[src/rtl/calc_status_unit.sv]
// calc_status_unit: status-handshake responder for the controller's calculation stage.
// Watches the controller state, runs a W-iteration shift-add multiply on request and
// reports busy/ready/done on CS with the product held on result.
// Optional feature: define CALC_SIGNED_EN for two's-complement operands (sign-magnitude
// internally, product negated at the final iteration). Default build is unsigned only.
module calc_status_unit #(
    parameter int unsigned W     = 8,
    parameter logic [1:0]  SCAL  = 2'd1,
    parameter logic [1:0]  SINIT = 2'd0
) (
    input  logic             clk,
    input  logic             rst,
    input  logic [1:0]       state,
    input  logic [W-1:0]     op_a,
    input  logic [W-1:0]     op_b,
    output logic [1:0]       CS,
    output logic [2*W-1:0]   result
);

    localparam int unsigned PW = 2 * W;
    localparam int unsigned CW = (W > 1) ? $clog2(W) : 1;

    localparam logic [1:0] S_IDLE  = 2'd0;
    localparam logic [1:0] S_READY = 2'd1;
    localparam logic [1:0] S_BUSY  = 2'd2;
    localparam logic [1:0] S_DONE  = 2'd3;

    localparam logic [1:0] CS_BUSY  = 2'b00;
    localparam logic [1:0] CS_READY = 2'b01;
    localparam logic [1:0] CS_DONE  = 2'b10;

    logic [1:0]    fsm_q,    fsm_d;
    logic [1:0]    cs_q,     cs_d;
    logic [PW-1:0] result_q, result_d;
    logic [CW-1:0] cnt_q,    cnt_d;
    logic [W-1:0]  mcand_q,  mcand_d;
    logic [W-1:0]  mplier_q, mplier_d;
    logic [PW-1:0] acc_q,    acc_d;
    logic [PW-1:0] addend;
    logic [PW-1:0] acc_next;
    logic [PW-1:0] final_val;
    logic [W-1:0]  start_a;
    logic [W-1:0]  start_b;
`ifdef CALC_SIGNED_EN
    logic          sign_q,   sign_d;
`endif

    assign CS     = cs_q;
    assign result = result_q;

    // Operand capture: magnitudes and product sign in signed builds, raw values otherwise
`ifdef CALC_SIGNED_EN
    always_comb begin
        start_a = op_a[W-1] ? W'(~op_a + W'(1)) : op_a;
        start_b = op_b[W-1] ? W'(~op_b + W'(1)) : op_b;
    end
`else
    always_comb begin
        start_a = op_a;
        start_b = op_b;
    end
`endif

    // One shift-add step and the value committed to result on the last iteration
    always_comb begin
        addend   = mplier_q[0] ? (PW'(mcand_q) << cnt_q) : '0;
        acc_next = acc_q + addend;
`ifdef CALC_SIGNED_EN
        final_val = sign_q ? PW'(~acc_next + PW'(1)) : acc_next;
`else
        final_val = acc_next;
`endif
    end

    // Next-state and next-output logic for the handshake FSM and multiplier datapath
    always_comb begin
        fsm_d    = fsm_q;
        cs_d     = cs_q;
        result_d = result_q;
        cnt_d    = cnt_q;
        mcand_d  = mcand_q;
        mplier_d = mplier_q;
        acc_d    = acc_q;
`ifdef CALC_SIGNED_EN
        sign_d   = sign_q;
`endif
        case (fsm_q)
            S_IDLE: begin
                fsm_d = S_READY;
                cs_d  = CS_READY;
            end
            S_READY: begin
                if (state == SCAL) begin
                    mcand_d  = start_a;
                    mplier_d = start_b;
                    acc_d    = '0;
                    cnt_d    = '0;
`ifdef CALC_SIGNED_EN
                    sign_d   = op_a[W-1] ^ op_b[W-1];
`endif
                    fsm_d    = S_BUSY;
                    cs_d     = CS_BUSY;
                end
            end
            S_BUSY: begin
                // Re-arm request takes priority over the iteration, result untouched
                if (state == SINIT) begin
                    fsm_d = S_READY;
                    cs_d  = CS_READY;
                end else begin
                    acc_d    = acc_next;
                    mplier_d = mplier_q >> 1;
                    cnt_d    = cnt_q + CW'(1);
                    if (cnt_q == CW'(W - 1)) begin
                        result_d = final_val;
                        fsm_d    = S_DONE;
                        cs_d     = CS_DONE;
                    end
                end
            end
            S_DONE: begin
                if (state == SINIT) begin
                    fsm_d = S_READY;
                    cs_d  = CS_READY;
                end
            end
            default: begin
                fsm_d = S_IDLE;
                cs_d  = CS_BUSY;
            end
        endcase
    end

    // State and datapath registers with synchronous reset
    always_ff @(posedge clk) begin
        if (rst) begin
            fsm_q    <= S_IDLE;
            cs_q     <= CS_BUSY;
            result_q <= '0;
            cnt_q    <= '0;
            mcand_q  <= '0;
            mplier_q <= '0;
            acc_q    <= '0;
`ifdef CALC_SIGNED_EN
            sign_q   <= 1'b0;
`endif
        end else begin
            fsm_q    <= fsm_d;
            cs_q     <= cs_d;
            result_q <= result_d;
            cnt_q    <= cnt_d;
            mcand_q  <= mcand_d;
            mplier_q <= mplier_d;
            acc_q    <= acc_d;
`ifdef CALC_SIGNED_EN
            sign_q   <= sign_d;
`endif
        end
    end

endmodule
[config.mk]
export PLATFORM = sky130hd
export DESIGN_NAME = calc_status_unit
export DESIGN_NICKNAME = d
export VERILOG_FILES = /design/src/rtl/calc_status_unit.sv
export SDC_FILE = /design/constraint.sdc
export NUM_CORES = 1
export LEC_CHECK = 0
export BUFFER_PORTS_ARGS = -buffer_cell sky130_fd_sc_hd__buf_2
export CAP_MARGIN = 30
export CELL_PAD_IN_SITES_DETAIL_PLACEMENT = 1
export CELL_PAD_IN_SITES_GLOBAL_PLACEMENT = 2
export CORE_MARGIN = 2
export CORE_UTILIZATION = 35
export DETAILED_ROUTE_END_ITERATION = 12
export PLACE_DENSITY = 0.8
export RECOVER_POWER = 50
export SYNTH_ARGS = -nofsm -noshare
export SYNTH_HDL_FRONTEND = slang
export SYNTH_SLANG_ARGS = --single-unit
export TNS_END_PERCENT = 100
[constraint.sdc]
create_clock -name clk -period 3.6 [get_ports clk]
set_input_delay 0 -clock clk [delete_from_list [all_inputs] [get_ports clk]]
set_output_delay 0 -clock clk [all_outputs]
set_load 0.005 [all_outputs]
==> metrics.md <==
| Metric | Value |
|---|---|
| VDD IR max | `0.0002390 V` |
| Diode count | `0` |
| Mux cell area share after synthesis | `0.08943` |
| Max Slew Vio Count | `0` |
| Relative max-transition margin | `0.05109` |
| Hold Path Class | `primary input to register` |
| Pint | `0.9816 mW` |
| Setup TNS | `0 ns` |
| WL final | `between 8000 and 9000 um` |
| Layout cell share with drive strength beyond 1 | `0.1086` |
| Root buf cell | `clkbuf_8` |
| Hold Vio Cnt, Final | `0` |
| Post-synthesis share of cell area spent on xor and xnor gates | `0.02918` |
| Commonest non-fill, non-tap cell in the layout | `dfxtp_1` |
| CP max FO | `15` |
| Switch Pwr | `0.4175 mW` |
| Register share of total power | `0.489` |
| Worst setup margin | `between 0.3 and 0.4 ns` |
| Sw frac | `0.2984` |
| Die X | `101.1 um` |
| Crit path launch | `cnt_q[0]$_SDFFE_PP0P_` |
| RR Endpoint | `result[15]$_SDFFE_PP0P_` |
| Chip Height | `101.1 um` |
| Largest net degree at the start of global routing | `49` |
| FP Rows | `35` |
| Nets | `483` |
| CTS tree | `done` |
| Pwr dens | `374.5 nW/um2` |
| HPWL Detailed | `6655 um` |
| Tot GR Track Use | `0.1846` |
| YS warnings | `0` |
| Ys async rst share | `0` |
| Fmax | `0.3109 GHz` |
| Antenna violations before repair | `0` |
| WP data required | `slightly below 4 ns` |
| Worst-Margin Slew | `1.408 ns` |
| # setup viols final | `0` |
| Drt initial violations | `119` |
| Drt drc | `0` |
| Full die area | `10230 um2` |
| Largest family of logic cells by synthesized area | `simple AND/OR/NAND/NOR gates` |
| Netlist cell types | `54` |
| ANT nets after route | `0` |
| Post-Syn Area | `3302 um2` |
| Leak | `1.522 nW` |
| Mapped Nets | `450` |
| Clock group share of total power | `0.324` |
| Grt ovf | `0` |
| Setup Buffers After CTS | `0` |
| R2R Path Start | `cnt_q[0]$_SDFFE_PP0P_` |
| Critical path capture point type | `register` |
| Status | `finished clean` |
| Post-Synth Simple-Gate Area | `0.2179` |
| Synth Area in Adders | `0.08564` |
| WHS Path Cells | `3` |
| Complex-gate fraction of the synthesized area | `0.1955` |
| Minimum clock period | `3.217 ns` |
| Main synth FF type | `dfxtp_1` |
| Final period util | `0.8935` |
| Vias/cell | `5.468` |
| Clock Latency Late Sink | `0.32 ns` |
| CTS clk-pin slew, worst paths | `0.11 ns` |
| Mean cell area of the mapped netlist | `slightly above 8 um2` |
| WP data arrival | `3.48 ns` |
| Register-to-Register Path Depth | `12` |
| RSZ-0062 raised after global routing | `false` |
| I/O pins | `38` |
| Sink count of the clock tree | `55` |
| Average routed wire per standard cell | `16.19 um` |
| Port Buffers | `37` |
| Crit path kind | `register to register` |
| Vias in the first global route | `between 3000 and 4000` |
| Seq/Total Area, Yosys | `0.3335` |
| Final GP Congestion | `0.8592` |
| Cells after synthesis | `408` |
| Final Skew | `0.01008 ns` |
| MaxCap Viol Count | `0` |
| Initial core utilization | `0.3590` |
| Post-synth EDFFs | `0` |
| Syn-to-layout area delta | `13.15%` |
| Cts bufs inserted | `5` |
| Core Area | `9196 um2` |
| Pre-CTS setup slack | `between 0.2 and 0.3 ns` |
| Startpoint Class | `register` |
| Htree depth | `2` |
| Via Count | `just over 3000` |
| DRT Pass-1 Iters | `4` |
| #FFs+latches synth | `55` |
| Most frequent cells in the layout | `dfxtp_1, nor2_1, nand2_1, a21oi_1, buf_2` |
| Clk buf depth | `2` |
| Combinational group share of total power | `0.187` |
| Setup crit end | `result[15]$_SDFFE_PP0P_` |
| Reg2Reg Setup Slack | `0.38 ns` |
| # fillers | `roughly 1200` |
| First-pass GRT wire length | `15150 um` |
| Hold_ws | `roughly 0.011 ns` |
[metrics by stage]
step,instance area (um2),std cells,util,power (mW)
CTS,3755,553,0.4083,1.426
global placement,3543,536,0.3853,0.9551
floorplan,3302,408,-,0.8947
detailed placement,3543,536,0.3853,0.9632
finish,3736,553,0.4063,1.399
global route,3736,553,0.4063,1.486
[how the worst min path moves through the flow]
stage	startpoint	to	slack, ns
CTS	op_b[3]	mplier_q[3]$_SDFFE_PP0P_	0.008
finish	op_b[4]	mplier_q[4]$_SDFFE_PP0P_	0.01
floorplan	op_a[0]	mcand_q[0]$_SDFFE_PP0P_	0.14
global route	op_b[5]	mplier_q[5]$_SDFFE_PP0P_	0.02
global placement	op_a[7]	mcand_q[7]$_SDFFE_PP0P_	0.23
detailed placement	op_a[4]	mcand_q[4]$_SDFFE_PP0P_	0.24
[critical path, stage by stage (launching register included)]
cell,delay (ns)
dfxtp_1,0.67
mux2_2,0.39
nand2_1,0.09
nor2_1,0.05
a21oi_1,0.12
nor2b_1,0.06
ha_1,0.50
nand4_1,0.22
a21oi_2,0.19
nand2_1,0.09
a211o_1,0.31
or4_1,0.41
nand3_1,0.08
[per-layer routing]
| metal | GRT usage | up-vias | share of wire |
|---|---|---|---|
| met1 | 0.2568 | 1458 | 0.49 |
| li1 | - | 1519 | - |
| met3 | 0.02761 | 8 | 0.029 |
| met2 | 0.3036 | 39 | 0.47 |
| met5 | 0 | - | 0 |
| met4 | 0.04158 | 0 | 0.011 |
[power by group through the flow]
stage / clock, mW / sequential [mW] / combinational [mW]
3_5_place_dp: 0 / 0.699 / 0.264
2_1_floorplan: 0 / 0.681 / 0.213
6_report: 0.453 / 0.684 / 0.262
4_1_cts: 0.469 / 0.685 / 0.272
5_1_grt: 0.494 / 0.693 / 0.300
3_3_place_gp: 0 / 0.698 / 0.257
[final cells by class]
type	instances	area [um2]	area share
multi-input cells	317	2036	0.5449
flip-flops and latches	55	1102	0.2950
repair buffers	51	296.5	0.07937
well taps	111	138.9	0.03717
clock buffers	6	82.58	0.02210
inverters	11	41.29	0.01105
clock inverters	2	38.79	0.01038
[cells in the mapped netlist, drive strengths merged, types with 2 or more instances]
master  instances  share of area
o31ai           2         0.0045
o211ai          6          0.015
nor2           51          0.059
nor4            3         0.0057
nand3          22          0.033
and2            3         0.0057
a31oi           3         0.0057
ha             21          0.080
nand4           6          0.011
xnor2           6          0.016
mux2            4          0.014
mux2i          25          0.076
a32o            2         0.0061
dfxtp          55           0.33
nor2b           5         0.0095
a211oi          9          0.020
nor3b           3         0.0068
o21a            3         0.0068
buf            11          0.020
a21o            6          0.014
a22oi           3         0.0068
and3            3         0.0057
a21oi          36          0.059
clkbuf         14          0.016
or4             2         0.0045
nor3            9          0.014
inv            11          0.013
xor2            5          0.013
o21ai          16          0.024
nand3b          4         0.0091
nand2          44          0.050
[timing repair]
item / CTS / global route
hold buffers: 9 / 0
setup endpoints to repair: 0 / 2
resized for setup: 0 / 1
hold endpoints to repair: 9 / 0
[cell families (layout without fill, tap and decap cells)]
family / after synthesis / in the layout
xor gates and xnor gates: 11 / 11
DFF: 55 / 55
adders and majority gates: 22 / 22
muxes: 29 / 29
and+or+nand+nor: 157 / 157
buffers and inverters: 36 / 70
AOI/OAI and AO/OA: 98 / 98
[flip-flops by register name, indices dropped and copies added, names as in the netlist]
signal	cells
mcand_q	8
result	16
fsm_q	2
CS	2
acc_q	16
mplier_q	8
cnt_q	3
No activity file was read; power rests on OpenSTA's default activity.
